## config.mk

```make
export PLATFORM = sky130hd
export DESIGN_NAME = reg_bus_arb
export DESIGN_NICKNAME = d
export VERILOG_FILES = /design/src/rtl/reg_bus_arb_pkg.sv /design/src/rtl/reg_bus_arb_req_slot.sv /design/src/rtl/reg_bus_arb.sv
export SDC_FILE = /design/constraint.sdc
export NUM_CORES = 1
export LEC_CHECK = 0
export ABC_AREA = 0
export BUFFER_PORTS_ARGS = -buffer_cell sky130_fd_sc_hd__buf_4
export CAP_MARGIN = 10
export CELL_PAD_IN_SITES_DETAIL_PLACEMENT = 1
export CELL_PAD_IN_SITES_GLOBAL_PLACEMENT = 2
export CORE_MARGIN = 2
export CORE_UTILIZATION = 33
export CTS_CLUSTER_DIAMETER = 80
export CTS_CLUSTER_SIZE = 24
export DETAILED_ROUTE_END_ITERATION = 6
export GPL_TIMING_DRIVEN = 1
export PLACE_DENSITY_LB_ADDON = 0.1
export SYNTH_ARGS = -nofsm -noshare
export SYNTH_HDL_FRONTEND = slang
export SYNTH_SLANG_ARGS = --single-unit
```

## constraint.sdc

```tcl
create_clock -name clk -period 2.1 [get_ports clk]
set_input_delay 0.105 -clock clk [delete_from_list [all_inputs] [get_ports clk]]
set_output_delay 0.105 -clock clk [all_outputs]
set_load 0.02 [all_outputs]
```

## src/rtl/reg_bus_arb_pkg.sv

```systemverilog
// Purpose: shared widths and FSM encoding for the register-bus arbiter.
// Latency: n/a (declarations only).
// Backpressure: n/a.
package reg_bus_arb_pkg;

    localparam int ADDR_W_DEF = 6;
    localparam int DATA_W_DEF = 8;

    typedef enum logic {
        IDLE  = 1'b0,
        ISSUE = 1'b1
    } state_t;

endpackage

```

## src/rtl/reg_bus_arb_req_slot.sv

```systemverilog
// Purpose: one-deep request slot per requester (pending latch, field capture, overflow pulse).
// Latency: request visible as pending one cycle after the sampling edge.
// Backpressure: a request hitting a full slot that is not being released is dropped and flagged on ovf.
//
// Ports: req/we/addr/wdata from the requester; rel frees the slot at the next edge;
//        pending/slot_* expose the held request; ovf pulses one cycle per dropped request.
module req_slot #(
    parameter int ADDR_W = 6,
    parameter int DATA_W = 8
) (
    input  logic              clk,
    input  logic              rst_n,
    input  logic              req,
    input  logic              we,
    input  logic [ADDR_W-1:0] addr,
    input  logic [DATA_W-1:0] wdata,
    input  logic              rel,
    output logic              pending,
    output logic              slot_we,
    output logic [ADDR_W-1:0] slot_addr,
    output logic [DATA_W-1:0] slot_wdata,
    output logic              ovf
);

    // A release on the same edge frees the slot in time for the new request.
    logic accept;
    assign accept = req && (!pending || rel);

    always_ff @(posedge clk or negedge rst_n) begin
        if (!rst_n) begin
            pending    <= 1'b0;
            slot_we    <= 1'b0;
            slot_addr  <= '0;
            slot_wdata <= '0;
            ovf        <= 1'b0;
        end else begin
            ovf <= req && pending && !rel;
            if (accept) begin
                pending    <= 1'b1;
                slot_we    <= we;
                slot_addr  <= addr;
                slot_wdata <= wdata;
            end else if (rel) begin
                pending    <= 1'b0;
            end
        end
    end

endmodule

```

## src/rtl/reg_bus_arb.sv

```systemverilog
// Purpose: arbitrates two register requesters onto one read/write strobe bus.
// Latency: strobe one cycle after request is held, read data one cycle after the strobe; one access per 2 cycles.
// Backpressure: none on the bus; requesters see busy while their slot is held and ovf when a request is dropped.
//
// Ports: clk/rst_n; rk_req/we/addr/wdata in and rk_busy/rvalid/rdata/ovf out per requester k=0,1;
//        bus side read/write strobes, addr, data_write out, data_read in (combinational from addr).
module reg_bus_arb
    import reg_bus_arb_pkg::*;
#(
    parameter int ADDR_W = ADDR_W_DEF,
    parameter int DATA_W = DATA_W_DEF
) (
    input  logic              clk,
    input  logic              rst_n,
    input  logic              r0_req,
    input  logic              r0_we,
    input  logic [ADDR_W-1:0] r0_addr,
    input  logic [DATA_W-1:0] r0_wdata,
    input  logic              r1_req,
    input  logic              r1_we,
    input  logic [ADDR_W-1:0] r1_addr,
    input  logic [DATA_W-1:0] r1_wdata,
    output logic              r0_busy,
    output logic              r0_rvalid,
    output logic [DATA_W-1:0] r0_rdata,
    output logic              r0_ovf,
    output logic              r1_busy,
    output logic              r1_rvalid,
    output logic [DATA_W-1:0] r1_rdata,
    output logic              r1_ovf,
    output logic              read,
    output logic              write,
    output logic [ADDR_W-1:0] addr,
    output logic [DATA_W-1:0] data_write,
    input  logic [DATA_W-1:0] data_read
);

    state_t            state_q, state_d;
    logic              gnt_q, gnt_d;      // slot owning the current access (0 or 1)
    logic              last_gnt;
    logic              start;

    logic              p0, p1;
    logic              s0_we, s1_we;
    logic [ADDR_W-1:0] s0_addr, s1_addr;
    logic [DATA_W-1:0] s0_wdata, s1_wdata;
    logic              rel0, rel1;

    logic              sel_we;
    logic [ADDR_W-1:0] sel_addr;
    logic [DATA_W-1:0] sel_wdata;

    // Slots are freed at the closing edge of their ISSUE cycle.
    assign rel0 = (state_q == ISSUE) && !gnt_q;
    assign rel1 = (state_q == ISSUE) &&  gnt_q;

    req_slot #(.ADDR_W(ADDR_W), .DATA_W(DATA_W)) u_slot0 (
        .clk        (clk),
        .rst_n      (rst_n),
        .req        (r0_req),
        .we         (r0_we),
        .addr       (r0_addr),
        .wdata      (r0_wdata),
        .rel        (rel0),
        .pending    (p0),
        .slot_we    (s0_we),
        .slot_addr  (s0_addr),
        .slot_wdata (s0_wdata),
        .ovf        (r0_ovf)
    );

    req_slot #(.ADDR_W(ADDR_W), .DATA_W(DATA_W)) u_slot1 (
        .clk        (clk),
        .rst_n      (rst_n),
        .req        (r1_req),
        .we         (r1_we),
        .addr       (r1_addr),
        .wdata      (r1_wdata),
        .rel        (rel1),
        .pending    (p1),
        .slot_we    (s1_we),
        .slot_addr  (s1_addr),
        .slot_wdata (s1_wdata),
        .ovf        (r1_ovf)
    );

    assign r0_busy = p0;
    assign r1_busy = p1;

    always_ff @(posedge clk or negedge rst_n) begin
        if (!rst_n) begin
            state_q <= IDLE;
        end else begin
            state_q <= state_d;
        end
    end

    // Next state and grant choice. On a tie the slot that did not win last time goes.
    always_comb begin
        state_d = state_q;
        gnt_d   = gnt_q;
        start   = 1'b0;
        case (state_q)
            IDLE: begin
                if (p0 || p1) begin
                    start   = 1'b1;
                    state_d = ISSUE;
                    gnt_d   = (p0 && p1) ? ~last_gnt : p1;
                end
            end
            ISSUE: begin
                state_d = IDLE;
            end
            default: begin
                state_d = IDLE;
            end
        endcase
    end

    assign sel_we    = gnt_d ? s1_we    : s0_we;
    assign sel_addr  = gnt_d ? s1_addr  : s0_addr;
    assign sel_wdata = gnt_d ? s1_wdata : s0_wdata;

    // Bus strobes and read-return path. addr/data_write keep their values outside a grant.
    always_ff @(posedge clk or negedge rst_n) begin
        if (!rst_n) begin
            gnt_q      <= 1'b0;
            last_gnt   <= 1'b1;
            read       <= 1'b0;
            write      <= 1'b0;
            addr       <= '0;
            data_write <= '0;
            r0_rvalid  <= 1'b0;
            r1_rvalid  <= 1'b0;
            r0_rdata   <= '0;
            r1_rdata   <= '0;
        end else begin
            r0_rvalid <= 1'b0;
            r1_rvalid <= 1'b0;
            if (start) begin
                gnt_q      <= gnt_d;
                last_gnt   <= gnt_d;
                read       <= !sel_we;
                write      <= sel_we;
                addr       <= sel_addr;
                data_write <= sel_we ? sel_wdata : '0;
            end else if (state_q == ISSUE) begin
                read  <= 1'b0;
                write <= 1'b0;
                if (read) begin
                    if (gnt_q) begin
                        r1_rvalid <= 1'b1;
                        r1_rdata  <= data_read;
                    end else begin
                        r0_rvalid <= 1'b1;
                        r0_rdata  <= data_read;
                    end
                end
            end
        end
    end

endmodule

```

==> tab_implementation.tex, run 1 <==
\begin{tabular}{lr}
\hline
Metric & Value \\
\hline
\multicolumn{2}{l}{\textbf{Status}} \\
Run status & completed \\
\multicolumn{2}{l}{\textbf{Synthesis}} \\
Share of Yosys cell area claimed by the top area cell type & a little over three fifths \\
Number of flops mapped to enable cells by yosys & 0 \\
Leading register cell type out of synthesis & sky130\_fd\_sc\_hd\_\_dfrtp\_1 \\
Number of instances in the synthesized netlist & 210 \\
Combinational family with the most area after synthesis & multiplexers \\
Commonest cells in the netlist & sky130\_fd\_sc\_hd\_\_dfrtp\_1, sky130\_fd\_sc\_hd\_\_nand2\_1, sky130\_fd\_sc\_hd\_\_mux2\_1, sky130\_fd\_sc\_hd\_\_mux2\_2, sky130\_fd\_sc\_hd\_\_and2\_1 \\
Syn\_area\_per\_cell & 13.4 sq um \\
Largest cells by area after synthesis & sky130\_fd\_sc\_hd\_\_dfrtp\_1, sky130\_fd\_sc\_hd\_\_mux2\_1, sky130\_fd\_sc\_hd\_\_mux2\_2 \\
Synth area leader & sky130\_fd\_sc\_hd\_\_dfrtp\_1 \\
Synth Area in XOR/XNOR & 0\% \\
Yosys warns & 0 \\
Post-synth cell types & 30 \\
Multiplexer share of the synthesized area & between 15 and 20\% \\
Syn nets & 252 \\
Sequential cell area fraction in the yosys report & 63.4\% \\
Share of async-settable or async-resettable flops after synthesis & 100\% \\
Total standard cell area after synthesis & between 2000 and 3000 sq um \\
Share of synthesized cell area in full adder, half adder and majority cells & 0\% \\
Area fraction in and, or, nand and nor cells after synthesis & between 10\% and 20\% \\
Compound-Gate Fraction of Synth Area & under 10\% \\
Total of flip-flops plus latches after synthesis & 71 \\
Top-count cell post-synth & sky130\_fd\_sc\_hd\_\_dfrtp\_1 \\
\multicolumn{2}{l}{\textbf{Place}} \\
Count of buffers from port buffering & 79 \\
Routability Congestion & roughly 0.70 \\
DP Wirelength & 4530 um \\
\multicolumn{2}{l}{\textbf{Power and ir drop}} \\
Static leakage & between 1.5 and 2 nW \\
Cell area power density & approximately 1500 nW/um\^{}2 \\
Max VDD drop & approximately 0.5 mV \\
Overall power after layout & roughly 0.006 W \\
\multicolumn{2}{l}{\textbf{Detailed routing}} \\
Vias per inst & around 4.6 \\
Detailed-route via count & slightly above 2k \\
DR pass1 iterations & 4 \\
Total wirelength of the detailed-routed design & 6860 um \\
Detailed-route DRC error count & 0 \\
Iteration-0 DRC count of the detailed router & between 50 and 60 \\
Routed len/inst & between 15 and 20 um \\
Antenna viol nets, final & 0 \\
\multicolumn{2}{l}{\textbf{Timing}} \\
Post-layout min period & 1710 ps \\
Setup repair after global routing missed its margin & false \\
Final-report max-slew violation count & 0 \\
Final setup violation count & 0 \\
Final setup TNS & 0 ps \\
Highest clock frequency the design can meet & approximately 0.58 GHz \\
Worst-case clock skew & around 14 ps \\
Slew at the pin closest to its max-slew limit & 687 ps \\
Period utilization & approximately four fifths \\
Worst max-slew margin expressed relative to the limit & between 50\% and 60\% \\
Count of final hold-check violations & 0 \\
\multicolumn{2}{l}{\textbf{Global routing}} \\
Antenna violations before repair & 0 \\
Total routing resource utilization after global routing & around 16\% \\
Remaining Overflow, GRT & 0 \\
Vias in the first global route & $\sim$2.2k \\
Global-route wire length before repair & 11,200 um \\
Pin count of the biggest net entering global routing & 41 \\
\multicolumn{2}{l}{\textbf{Floorplan}} \\
Count of standard-cell rows & 33 \\
Die footprint & roughly 9300 sq um \\
Height of the chip & between 90 and 100 um \\
Floorplan core area & 8220 sq um \\
Number of top-level pins & 80 \\
Die X-Extent & between 90 and 100 um \\
Starting density of the core & between 30\% and 40\% \\
\multicolumn{2}{l}{\textbf{Final layout}} \\
Number of nets in the layout & between 300 and 400 \\
Share of cells above drive strength 1 & 34.3\% \\
Core Util, Final & 50.3\% \\
N\_diodes & 0 \\
Area growth syn-to-layout & 47.3\% \\
\multicolumn{2}{l}{\textbf{Clock network}} \\
Clock tree from TritonCTS & yes \\
Clock-pin slew on the worst setup and hold paths & 70 ps \\
Num Clock Sinks & 71 \\
Insertion delay of the later-clocked pin in the worst-skew pair & $\sim$350 ps \\
Cell at the root of the clock tree & sky130\_fd\_sc\_hd\_\_clkbuf\_8 \\
Count of instances resized after the clock tree is built & 0 \\
Number of buffers created by CTS & 9 \\
Max Buffers Root-to-Sink & 2 \\
Total number of H-tree levels & 3 \\
\multicolumn{2}{l}{\textbf{Critical path}} \\
Data arrival time of the critical path & 1930 ps \\
Maximum single-stage delay on the critical path & a little under 500 ps \\
Series of cell instances along the critical path & nor2\_2, or2\_1, nor3\_1, a221o\_1 \\
Critical Path Source Type & flip-flop \\
Required time worst endpoint & $\sim$2300 ps \\
Critical path class & flip-flop to flip-flop \\
CP Capture Type & flip-flop \\
CP max FO & 16 \\
Cell at the slowest stage of the critical path & sky130\_fd\_sc\_hd\_\_dfrtp\_1 \\
\multicolumn{2}{l}{\textbf{Run}} \\
Number of maximum-capacitance constraint violations & 0 \\
\multicolumn{2}{l}{\textbf{Hold path}} \\
Path category of the worst min-delay check & input pin to asynchronous set/reset pin \\
\hline
\end{tabular}
[power by group]
group	total (W)	internal, W	switching (W)
Clock	0.00117	0.000660	0.000513
Combinational	0.00243	0.00119	0.00124
Sequential	0.00244	0.00203	0.000412
Total	0.00604	0.00388	0.00216
[layout make-up]
class | count | area (sq um)
clock buffer | 9 | 124
clock inverter | 6 | 86.3
fill | 863 | 4090
inverter | 5 | 18.8
multi-input combinational | 126 | 947
sequential | 71 | 1780
tap | 105 | 131
timing repair buffer | 124 | 1050
[placed cells by master (no fill, tap or decap), types with 3 or more instances in the layout]
cell type / instances
sky130_fd_sc_hd__buf_4: 82
sky130_fd_sc_hd__and3_1: 3
sky130_fd_sc_hd__a221o_1: 8
sky130_fd_sc_hd__mux2i_1: 6
sky130_fd_sc_hd__nand2b_1: 5
sky130_fd_sc_hd__mux2_2: 14
sky130_fd_sc_hd__clkbuf_8: 9
sky130_fd_sc_hd__mux2_1: 24
sky130_fd_sc_hd__and2_1: 10
sky130_fd_sc_hd__dfrtp_1: 70
sky130_fd_sc_hd__dlygate4sd3_1: 41
sky130_fd_sc_hd__inv_1: 3
sky130_fd_sc_hd__nand2_1: 36
sky130_fd_sc_hd__o21ai_1: 6
[worst max-delay path, delay by kind of cell (launching register included)]
kind | cells | cell delay, ps
flops | 1 | 490
compound gates | 1 | 290
simple gates | 3 | 820
[per-layer routing]
layer  up-vias  part of all wire, %  GRT usage (%)
li1        971                    -              -
met1      1015                   44           21.2
met3         9                  4.7           3.29
met4         0                  1.8           7.50
met2        55                   49           26.5
met5         -                    0              0
[registers in the layout (all words and copies together), names as in the netlist, 6 cells and up]
register,count
u_slot1.slot_wdata,8
addr,6
u_slot1.slot_addr,6
r1_rdata,8
r0_rdata,8
u_slot0.slot_addr,6
u_slot0.slot_wdata,8
data_write,8
[final timing paths]
check                                      from                   end  slack (ps)  cells past startpoint
worst max-delay path            u_slot1.pending         data_write[4]         390                      4
worst min-delay path                      rst_n       u_slot1.slot_we         290                      2
worst max register to register  u_slot1.pending         data_write[4]         390                      4
worst min register to register      r0_rdata[3]           r0_rdata[3]         480                      2
max in group asynchronous                 rst_n  u_slot0.slot_addr[5]        1260                      3
min in group clk                    r0_rdata[3]           r0_rdata[3]         480                      2
[through the flow]
stage                     std cells  instance area [sq um]  setup WS, ps  hold slack (ps)
after global placement          390                   3510           431              127
after global routing            446                   4130           223              324
after floorplan                 210                   2800           543             -191
after detailed placement        390                   3510           396              119
final                           446                   4130           390              287
after CTS                       446                   4130           367              294
[what timing repair did]
action	in CTS	in global routing
setup buffers	0	0
endpoints found under the hold margin	85	0
hold buffers	41	0
[logic make-up after synthesis]
group,Yosys count
multiplexers,44
buffers and inverters,13
flip-flops,71
AND/OR/NAND/NOR,64
AO/OA/AOI/OAI,18
Note: power is estimated with default switching activity, not from simulation.
==> run 2, diff against run 1 <==
--- a/config.mk
+++ b/config.mk
@@ -5,13 +5,13 @@
 export SDC_FILE = /design/constraint.sdc
 export NUM_CORES = 1
 export LEC_CHECK = 0
-export ABC_AREA = 0
+export ABC_AREA = 1
 export BUFFER_PORTS_ARGS = -buffer_cell sky130_fd_sc_hd__buf_4
 export CAP_MARGIN = 10
 export CELL_PAD_IN_SITES_DETAIL_PLACEMENT = 1
 export CELL_PAD_IN_SITES_GLOBAL_PLACEMENT = 2
 export CORE_MARGIN = 2
-export CORE_UTILIZATION = 33
+export CORE_UTILIZATION = 29
 export CTS_CLUSTER_DIAMETER = 80
 export CTS_CLUSTER_SIZE = 24
 export DETAILED_ROUTE_END_ITERATION = 6
==> constraint.sdc (replaced) <==
create_clock -name clk -period 1.5 [get_ports clk]
set_input_delay 0.075 -clock clk [delete_from_list [all_inputs] [get_ports clk]]
set_output_delay 0.075 -clock clk [all_outputs]
set_load 0.02 [all_outputs]
==> run 2 against run 1 <==
  * Final area up 1.7%
  * First-iteration DRC count down 42%
  * Synthesized cell count up 23%
  * Area after synthesis up 0.76%
  * Critical path depth up 4
  * Worst hold slack worse by 270 ps
  * Global-route usage down 1.1 points
  * Total power up 46%
  * Core utilization down 6.5 points
  * Count of clock-buffer cells in the layout unchanged
  * Wire length up 6.6%
  * Largest cell class unchanged
  * Setup slack worse by 270 ps
==> tab_implementation.tex, run 2 <==
\begin{tabular}{lr}
\hline
Metric & Value \\
\hline
\multicolumn{2}{l}{\textbf{Critical path}} \\
Worst path most repeated cell & sky130\_fd\_sc\_hd\_\_nand2\_1 \\
CP max FO & 7 (was 16) \\
Critical R2R Launch & u\_slot0.pending (was u\_slot1.pending) \\
Required time worst endpoint & 1780 ps (was 2320 ps) \\
Critical Path Source Type & flip-flop (unchanged) \\
Critical path class & flip-flop to flip-flop (unchanged) \\
Worst reg2reg path depth & 8 (was 4) \\
Data arrival time of the critical path & 1660 ps (was 1930 ps) \\
Launching element of the worst setup path & u\_slot0.pending (was u\_slot1.pending) \\
Cell at the slowest stage of the critical path & sky130\_fd\_sc\_hd\_\_dfrtp\_2 (was sky130\_fd\_sc\_hd\_\_dfrtp\_1) \\
Maximum single-stage delay on the critical path & 450 ps (was 490 ps) \\
Series of cell instances along the critical path & o21ai\_4, nand2\_4, nand2\_4, buf\_4, nand2\_1, nand2\_1, nand3\_1, nand2\_1 (was nor2\_2, or2\_1, nor3\_1, a221o\_1) \\
CP Capture Type & flip-flop (unchanged) \\
\multicolumn{2}{l}{\textbf{Hold path}} \\
Worst hold path stage count & 3 \\
Hold Startpoint & data\_read[7] \\
Path category of the worst min-delay check & input pin to flip-flop (was input pin to asynchronous set/reset pin) \\
\multicolumn{2}{l}{\textbf{Global routing}} \\
Vias in the first global route & 2,443 (was 2,212) \\
Antenna violations before repair & 0 (unchanged) \\
Pin count of the biggest net entering global routing & 24 (was 41) \\
Remaining Overflow, GRT & 0 (unchanged) \\
Total routing resource utilization after global routing & 15.3\% (was 16.4\%) \\
Global-route wire length before repair & 12,100 um (was 11,200 um) \\
\multicolumn{2}{l}{\textbf{Clock network}} \\
Total number of H-tree levels & 3 (unchanged) \\
Clock-pin slew on the worst setup and hold paths & 70 ps (about the same) \\
Clock tree from TritonCTS & yes (unchanged) \\
Insertion delay of the later-clocked pin in the worst-skew pair & 340 ps (was 350 ps) \\
Cell at the root of the clock tree & sky130\_fd\_sc\_hd\_\_clkbuf\_8 (unchanged) \\
Number of buffers created by CTS & 9 (unchanged) \\
Num Clock Sinks & 71 (unchanged) \\
Max Buffers Root-to-Sink & 2 (unchanged) \\
\multicolumn{2}{l}{\textbf{Detailed routing}} \\
Iteration-0 DRC count of the detailed router & 32 (was 55) \\
DR pass1 iterations & 4 (unchanged) \\
Total wirelength of the detailed-routed design & 7310 um (was 6860 um) \\
Detailed-route via count & 2,277 (was 2,050) \\
Antenna viol nets, final & 0 (unchanged) \\
Detailed-route DRC error count & 0 (unchanged) \\
Routed len/inst & 13.9 um (was 15.4 um) \\
Vias per inst & 4.33 (was 4.60) \\
\multicolumn{2}{l}{\textbf{Synthesis}} \\
Share of async-settable or async-resettable flops after synthesis & 100\% (unchanged) \\
Leading register cell type out of synthesis & sky130\_fd\_sc\_hd\_\_dfrtp\_1 (unchanged) \\
Synth area leader & sky130\_fd\_sc\_hd\_\_dfrtp\_1 (unchanged) \\
Post-synth cell types & 18 (was 30) \\
Total of flip-flops plus latches after synthesis & 71 (unchanged) \\
Syn nets & 300 (was 252) \\
Total standard cell area after synthesis & 2830 sq um (was 2800 sq um) \\
Syn\_area\_per\_cell & 11.0 sq um (was 13.4 sq um) \\
Number of instances in the synthesized netlist & 258 (was 210) \\
Top-count cell post-synth & sky130\_fd\_sc\_hd\_\_dfrtp\_1 (unchanged) \\
Number of flops mapped to enable cells by yosys & 0 (unchanged) \\
Share of Yosys cell area claimed by the top area cell type & 62.0\% (was 62.5\%) \\
Largest cells by area after synthesis & sky130\_fd\_sc\_hd\_\_dfrtp\_1, sky130\_fd\_sc\_hd\_\_mux2\_2, sky130\_fd\_sc\_hd\_\_nand2\_1 (was sky130\_fd\_sc\_hd\_\_dfrtp\_1, sky130\_fd\_sc\_hd\_\_mux2\_1, sky130\_fd\_sc\_hd\_\_mux2\_2) \\
Sequential cell area fraction in the yosys report & 62.9\% (was 63.4\%) \\
Yosys warns & 0 (unchanged) \\
Commonest cells in the netlist & sky130\_fd\_sc\_hd\_\_dfrtp\_1, sky130\_fd\_sc\_hd\_\_nand2\_1, sky130\_fd\_sc\_hd\_\_mux2\_2, sky130\_fd\_sc\_hd\_\_o21ai\_0, sky130\_fd\_sc\_hd\_\_nand3\_1 (was sky130\_fd\_sc\_hd\_\_dfrtp\_1, sky130\_fd\_sc\_hd\_\_nand2\_1, sky130\_fd\_sc\_hd\_\_mux2\_1, sky130\_fd\_sc\_hd\_\_mux2\_2, sky130\_fd\_sc\_hd\_\_and2\_1) \\
\multicolumn{2}{l}{\textbf{Timing}} \\
Worst hold margin & 16.6 ps (was 287 ps) \\
Period utilization & 91.8\% (was 81.4\%) \\
Post-layout min period & 1380 ps (was 1710 ps) \\
Worst-case clock skew & 10.8 ps (was 14.4 ps) \\
Final setup TNS & 0 ps (unchanged) \\
Final setup violation count & 0 (unchanged) \\
Slew at the pin closest to its max-slew limit & 455 ps (was 687 ps) \\
Highest clock frequency the design can meet & 0.726 GHz (was 0.585 GHz) \\
Worst max-slew margin expressed relative to the limit & 69.6\% (was 54.1\%) \\
Final worst-path setup slack & 122 ps (was 390 ps) \\
Count of final hold-check violations & 0 (unchanged) \\
Final-report max-slew violation count & 0 (unchanged) \\
\multicolumn{2}{l}{\textbf{Power and ir drop}} \\
Max VDD drop & 0.703 mV (was 0.505 mV) \\
Static leakage & 2.08 nW (was 1.96 nW) \\
Cell area power density & 2100 nW/um\^{}2 (was 1460 nW/um\^{}2) \\
\multicolumn{2}{l}{\textbf{Place}} \\
Routability Congestion & 0.694 (was 0.702) \\
Placed insts & 474 (was 390) \\
Area after detailed placement & 3650 sq um (was 3510 sq um) \\
DP Wirelength & 5090 um (was 4530 um) \\
Dpl ws & -50.3 ps (was 396 ps) \\
Count of buffers from port buffering & 79 (unchanged) \\
\multicolumn{2}{l}{\textbf{Final layout}} \\
Area of the multi-input gates & 937 sq um (was 947 sq um) \\
Number of nets in the layout & 432 (was 379) \\
Area growth syn-to-layout & 48.7\% (was 47.3\%) \\
Most common cell after layout, fill and taps aside & sky130\_fd\_sc\_hd\_\_buf\_4 (unchanged) \\
Seq. cell area & 1780 sq um (about the same) \\
Post-layout instance area & 4200 sq um (was 4130 sq um) \\
Highest-count cells in the layout ignoring fill and taps & sky130\_fd\_sc\_hd\_\_buf\_4, sky130\_fd\_sc\_hd\_\_dfrtp\_1, sky130\_fd\_sc\_hd\_\_nand2\_1 (was sky130\_fd\_sc\_hd\_\_buf\_4, sky130\_fd\_sc\_hd\_\_dfrtp\_1, sky130\_fd\_sc\_hd\_\_dlygate4sd3\_1) \\
N\_diodes & 0 (unchanged) \\
Number of non-filler instances in the completed layout & 526 (was 446) \\
Share of cells above drive strength 1 & 38.2\% (was 34.3\%) \\
Number of filler cells placed in the layout & 1,074 (was 863) \\
\multicolumn{2}{l}{\textbf{Floorplan}} \\
Die footprint & 10,500 sq um (was 9250 sq um) \\
Number of top-level pins & 80 (unchanged) \\
Floorplan core area & 9590 sq um (was 8220 sq um) \\
Height of the chip & 103 um (was 96.2 um) \\
Starting density of the core & 29.4\% (was 34.1\%) \\
Count of standard-cell rows & 36 (was 33) \\
Die X-Extent & 103 um (was 96.2 um) \\
\multicolumn{2}{l}{\textbf{Run}} \\
Number of maximum-capacitance constraint violations & 0 (unchanged) \\
\multicolumn{2}{l}{\textbf{Status}} \\
Run status & completed (unchanged) \\
\hline
\end{tabular}
[run 2: cell count changes in the layout (fill, tap and decap cells not counted), moves of 5 or more]
| cell | before | now |
|---|---|---|
| sky130_fd_sc_hd__mux2_2 | 14 | 30 |
| sky130_fd_sc_hd__o21ai_0 | 0 | 29 |
| sky130_fd_sc_hd__o21ai_1 | 6 | 0 |
| sky130_fd_sc_hd__mux2i_1 | 6 | 0 |
| sky130_fd_sc_hd__inv_1 | 3 | 15 |
| sky130_fd_sc_hd__buf_4 | 82 | 91 |
| sky130_fd_sc_hd__nand2b_1 | 5 | 0 |
| sky130_fd_sc_hd__nor2_1 | 1 | 11 |
| sky130_fd_sc_hd__nand2_1 | 36 | 65 |
| sky130_fd_sc_hd__a221o_1 | 8 | 0 |
| sky130_fd_sc_hd__mux2_1 | 24 | 0 |
| sky130_fd_sc_hd__and2_1 | 10 | 0 |
| sky130_fd_sc_hd__dlygate4sd3_1 | 41 | 34 |
| sky130_fd_sc_hd__nand3_1 | 1 | 19 |
[run 2: per-stage QoR]
stage / power (W) / utilization (%)
after floorplan: 0.00576 / -
after global placement: 0.00737 / 38.1
after detailed placement: 0.00746 / 38.1
after CTS: 0.00885 / 43.2
after global routing: 0.00963 / 43.8
final: 0.00883 / 43.8
[run 2: per-layer routing]
metal	share of wire, %	vias up	wire (um)	GRT usage, %
met4	1.3	0	97	5.23
li1	-	1112	-	-
met5	0	-	0	0
met1	46	1106	3350	20.1
met3	3.7	10	274	3.53
met2	49	49	3590	25.0
[run 2: layout make-up]
cell class | instances | share of cell area [%]
sequential | 71 | 42.4
clock buffer | 9 | 2.95
inverter | 18 | 1.70
tap | 133 | 3.96
multi-input combinational | 161 | 22.3
timing repair buffer | 129 | 26.1
clock inverter | 5 | 0.655
[run 2: final timing paths]
check / slack (ps) / endpoint
worst max-delay path: 120 / data_write[5]
worst min-delay path: 20 / r0_rdata[7]
worst max register to register: 120 / data_write[5]
worst min register to register: 490 / data_write[2]
max in group asynchronous: 720 / last_gnt
min in group asynchronous: 170 / data_write[4]
[run 2: critical path, delay by kind of cell (launching register included)]
family                 cells  cell delay (ps)
buffers and inverters      1              150
and+or+nand+nor            6              500
AOI/OAI and AO/OA          1              230
DFF                        1              450
[run 2: logic make-up (layout without fill, tap and decap cells)]
| group | count (synthesis) | in the layout | share of synthesized area, % |
|---|---|---|---|
| simple gates | 100 | 100 | 15.1 |
| flops | 71 | 71 | 62.9 |
| buf+inv | 26 | 161 | 4.07 |
| compound gates | 31 | 31 | 5.98 |
| mux | 30 | 30 | 12.0 |
[run 2: timing repair]
action | in CTS | in global routing
pin swaps | 0 | 1
hold buffers | 34 | 0
endpoints found under the hold margin | 81 | 0
resized for setup | 1 | 4
setup endpoints to repair | 6 | 16
setup buffers | 0 | 4
[run 2: where the power goes]
part           leakage [nW]  internal (W)  switching [W]
Combinational          1.14       0.00195        0.00227
Clock                0.0805      0.000569       0.000681
Sequential            0.856       0.00284       0.000515
Total                  2.08       0.00536        0.00347
==> run 3, diff against run 2 <==
--- a/config.mk
+++ b/config.mk
@@ -11,12 +11,13 @@
 export CELL_PAD_IN_SITES_DETAIL_PLACEMENT = 1
 export CELL_PAD_IN_SITES_GLOBAL_PLACEMENT = 2
 export CORE_MARGIN = 2
-export CORE_UTILIZATION = 29
+export CORE_UTILIZATION = 32
 export CTS_CLUSTER_DIAMETER = 80
 export CTS_CLUSTER_SIZE = 24
 export DETAILED_ROUTE_END_ITERATION = 6
 export GPL_TIMING_DRIVEN = 1
 export PLACE_DENSITY_LB_ADDON = 0.1
+export SETUP_SLACK_MARGIN = 0.4
 export SYNTH_ARGS = -nofsm -noshare
 export SYNTH_HDL_FRONTEND = slang
 export SYNTH_SLANG_ARGS = --single-unit
==> constraint.sdc (replaced) <==
create_clock -name clk -period 1.42 [get_ports clk]
set_input_delay 0.071 -clock clk [delete_from_list [all_inputs] [get_ports clk]]
set_output_delay 0.071 -clock clk [all_outputs]
set_load 0.02 [all_outputs]
==> run 3 against run 2 <==
  * The run now ends with hold timing left
  * Core utilization increased by 9.9 points
  * Clock power increased by 19%
  * Cell count rose by 0.57%
  * Clock skew down 1.2 ps
  * First-iteration DRC count rose to 3.5 times the previous value
  * Total power is 23% higher
  * Critical path depth unchanged
  * Non-clock buffer count is 24 higher
  * Combinational power rose by 36%
  * Count of clock-buffer cells in the layout is 4 higher
  * Critical path type unchanged
  * Largest cell class unchanged
  * Highest routed layer unchanged
==> tab_implementation.tex, run 3 (synthesized netlist as in run 2, its figures left out) <==
\begin{tabular}{lr}
\hline
Metric & Value \\
\hline
\multicolumn{2}{l}{\textbf{Status}} \\
Run status & finished, violations left (was completed) \\
Failing checks & hold timing \\
\multicolumn{2}{l}{\textbf{Final layout}} \\
Seq. cell area & 1780 sq um (about the same) \\
Highest-count cells in the layout ignoring fill and taps & sky130\_fd\_sc\_hd\_\_buf\_4, sky130\_fd\_sc\_hd\_\_dfrtp\_1, sky130\_fd\_sc\_hd\_\_nand2\_1 (unchanged) \\
N\_diodes & 0 (unchanged) \\
Number of non-filler instances in the completed layout & 529 (was 526) \\
Number of filler cells placed in the layout & 953 (was 1,074) \\
Area of the multi-input gates & 1060 sq um (was 937 sq um) \\
Number of nets in the layout & 458 (was 432) \\
Share of cells above drive strength 1 & 47.7\% (was 38.2\%) \\
Most common cell after layout, fill and taps aside & sky130\_fd\_sc\_hd\_\_buf\_4 (unchanged) \\
Area growth syn-to-layout & 64.2\% (was 48.7\%) \\
\multicolumn{2}{l}{\textbf{Detailed routing}} \\
Vias per inst & 4.53 (was 4.33) \\
Detailed-route via count & 2,399 (was 2,277) \\
DR pass1 iterations & 4 (unchanged) \\
Routed len/inst & 15.8 um (was 13.9 um) \\
Total wirelength of the detailed-routed design & 8360 um (was 7310 um) \\
Iteration-0 DRC count of the detailed router & 111 (was 32) \\
Detailed-route DRC error count & 0 (unchanged) \\
Antenna viol nets, final & 0 (unchanged) \\
\multicolumn{2}{l}{\textbf{Power and ir drop}} \\
Max VDD drop & 0.876 mV (was 0.703 mV) \\
Static leakage & 2.28 nW (was 2.08 nW) \\
Cell area power density & 2340 nW/um\^{}2 (was 2100 nW/um\^{}2) \\
\multicolumn{2}{l}{\textbf{Global routing}} \\
Vias in the first global route & 2,564 (was 2,443) \\
Pin count of the biggest net entering global routing & 32 (was 24) \\
Remaining Overflow, GRT & 0 (unchanged) \\
Total routing resource utilization after global routing & 18.0\% (was 15.3\%) \\
Antenna violations before repair & 0 (unchanged) \\
Global-route wire length before repair & 13,500 um (was 12,100 um) \\
\multicolumn{2}{l}{\textbf{Clock network}} \\
Total number of H-tree levels & 3 (unchanged) \\
Clock-pin slew on the worst setup and hold paths & 80 ps (was 70 ps) \\
Insertion delay of the later-clocked pin in the worst-skew pair & 340 ps (about the same) \\
Number of buffers created by CTS & 9 (unchanged) \\
Clock tree from TritonCTS & yes (unchanged) \\
Max Buffers Root-to-Sink & 2 (unchanged) \\
Num Clock Sinks & 71 (unchanged) \\
Cell at the root of the clock tree & sky130\_fd\_sc\_hd\_\_clkbuf\_8 (unchanged) \\
\multicolumn{2}{l}{\textbf{Place}} \\
DP Wirelength & 5340 um (was 5090 um) \\
Routability Congestion & 0.738 (was 0.694) \\
Placed insts & 454 (was 474) \\
Count of buffers from port buffering & 79 (unchanged) \\
\multicolumn{2}{l}{\textbf{Critical path}} \\
Cell at the slowest stage of the critical path & sky130\_fd\_sc\_hd\_\_dfrtp\_2 (unchanged) \\
Required time worst endpoint & 1700 ps (was 1780 ps) \\
CP max FO & 5 (was 7) \\
Series of cell instances along the critical path & o21ai\_4, nand2\_4, nand2\_4, buf\_6, nand2\_2, nand2\_2, nand3\_2, nand2\_1 (was o21ai\_4, nand2\_4, nand2\_4, buf\_4, nand2\_1, nand2\_1, nand3\_1, nand2\_1) \\
Maximum single-stage delay on the critical path & 460 ps (was 450 ps) \\
CP Capture Type & flip-flop (unchanged) \\
Critical path class & flip-flop to flip-flop (unchanged) \\
Critical Path Source Type & flip-flop (unchanged) \\
WP buf/inv & 1 (unchanged) \\
Data arrival time of the critical path & 1670 ps (was 1660 ps) \\
Kind of cell adding the most delay to the critical path & simple AND/OR/NAND/NOR gates (unchanged) \\
\multicolumn{2}{l}{\textbf{Floorplan}} \\
Die footprint & 9600 sq um (was 10,500 sq um) \\
Starting density of the core & 32.7\% (was 29.4\%) \\
Count of standard-cell rows & 34 (was 36) \\
Height of the chip & 98.0 um (was 103 um) \\
Number of top-level pins & 80 (unchanged) \\
Die X-Extent & 98.0 um (was 103 um) \\
Floorplan core area & 8640 sq um (was 9590 sq um) \\
\multicolumn{2}{l}{\textbf{Timing}} \\
Worst hold margin & -12.3 ps (was 16.6 ps) \\
Slew at the pin closest to its max-slew limit & 425 ps (was 455 ps) \\
Worst max-slew margin expressed relative to the limit & 71.7\% (was 69.6\%) \\
Final setup TNS & 0 ps (unchanged) \\
Worst-case clock skew & 9.57 ps (was 10.8 ps) \\
Period utilization & 97.8\% (was 91.8\%) \\
Highest clock frequency the design can meet & 0.720 GHz (was 0.726 GHz) \\
Final-report max-slew violation count & 0 (unchanged) \\
Count of final hold-check violations & 1 (was 0) \\
Post-layout min period & 1390 ps (was 1380 ps) \\
Final setup violation count & 0 (unchanged) \\
Setup repair after global routing missed its margin & true \\
\multicolumn{2}{l}{\textbf{Run}} \\
Number of maximum-capacitance constraint violations & 0 (unchanged) \\
\multicolumn{2}{l}{\textbf{Hold path}} \\
Path category of the worst min-delay check & input pin to flip-flop (unchanged) \\
\hline
\end{tabular}
==> run 3: changes by cell type in the layout (fill, tap and decap cells not counted), moves of 3 or more <==
cell and change:
sky130_fd_sc_hd__buf_6 +17, sky130_fd_sc_hd__dlygate4sd3_1 +5, sky130_fd_sc_hd__inv_1 -4, sky130_fd_sc_hd__inv_4 +3, sky130_fd_sc_hd__nand2_1 -16, sky130_fd_sc_hd__nand2_2 +13
sky130_fd_sc_hd__nand2_4 +3, sky130_fd_sc_hd__nand3_1 -4, sky130_fd_sc_hd__nand3_2 +3, sky130_fd_sc_hd__nor2_1 -3, sky130_fd_sc_hd__o21ai_0 -16, sky130_fd_sc_hd__o21ai_1 +14
==> run 3: stage by stage <==
step / util (%) / power [W] / hold WS (ps) / setup WS, ps / area [sq um]
5_1_grt: 53.7 / 0.0116 / 13.9 / -36.0 / 4640
6_report: 53.7 / 0.0108 / -12.3 / 30.6 / 4640
3_3_place_gp: 42.7 / 0.00797 / 45.1 / 71.0 / 3680
4_1_cts: 52.0 / 0.0104 / 0.951 / 85.4 / 4490
2_1_floorplan: - / 0.00618 / -225 / 79.9 / 2850
3_5_place_dp: 42.7 / 0.00808 / 43.5 / 44.3 / 3680
==> run 3: routing by layer <==
metal / vias to the layer above / wire length (um) / track usage (%) / part of all wire [%]
met5: - / 0 / 0 / 0
met4: 0 / 108 / 5.66 / 1.3
met3: 9 / 368 / 4.29 / 4.4
met2: 52 / 3990 / 28.0 / 48
met1: 1173 / 3890 / 25.0 / 47
li1: 1165 / - / - / -
==> run 3: worst paths after layout <==
path / depth (start not counted) / endpoint / slack (ps) / from
setup / recovery: 8 / data_write[4] / 30 / u_slot1.pending
hold / removal: 3 / r0_rdata[2] / -10 / data_read[2]
setup reg to reg: 8 / data_write[4] / 30 / u_slot1.pending
hold reg to reg: 2 / last_gnt / 480 / last_gnt
max in group asynchronous: 3 / r1_rdata[0] / 600 / rst_n
min in group asynchronous: 2 / u_slot1.slot_addr[3] / 200 / rst_n
==> run 3: worst min-delay path, stage by stage <==
cell and delay (ps):
sky130_fd_sc_hd__buf_4 80, sky130_fd_sc_hd__inv_1 40, sky130_fd_sc_hd__o21ai_1 110
==> run 3: repair_timing <==
item	CTS	global route
pin swaps	9	21
hold buffers	39	0
gates cloned	3	0
gates resized for setup	43	34
endpoints found under the setup margin	68	70
endpoints found under the hold margin	70	0
setup buffers	11	6
==> run 3: area by class of cell <==
cell class	instances	area share (%)
sequential	71	38.4
timing repair buffer	153	30.2
multi-input combinational	162	23.0
clock buffer	13	3.43
tap	108	2.91
inverter	18	1.67
clock inverter	3	0.378
timing repair inverter	1	0.135
==> run 3: report_power, final <==
part / switching (W) / total (W) / internal, W
registers: 0.000617 / 0.00362 / 0.00300
clock network: 0.000760 / 0.00149 / 0.000726
logic: 0.00297 / 0.00573 / 0.00277
total: 0.00434 / 0.0108 / 0.00650
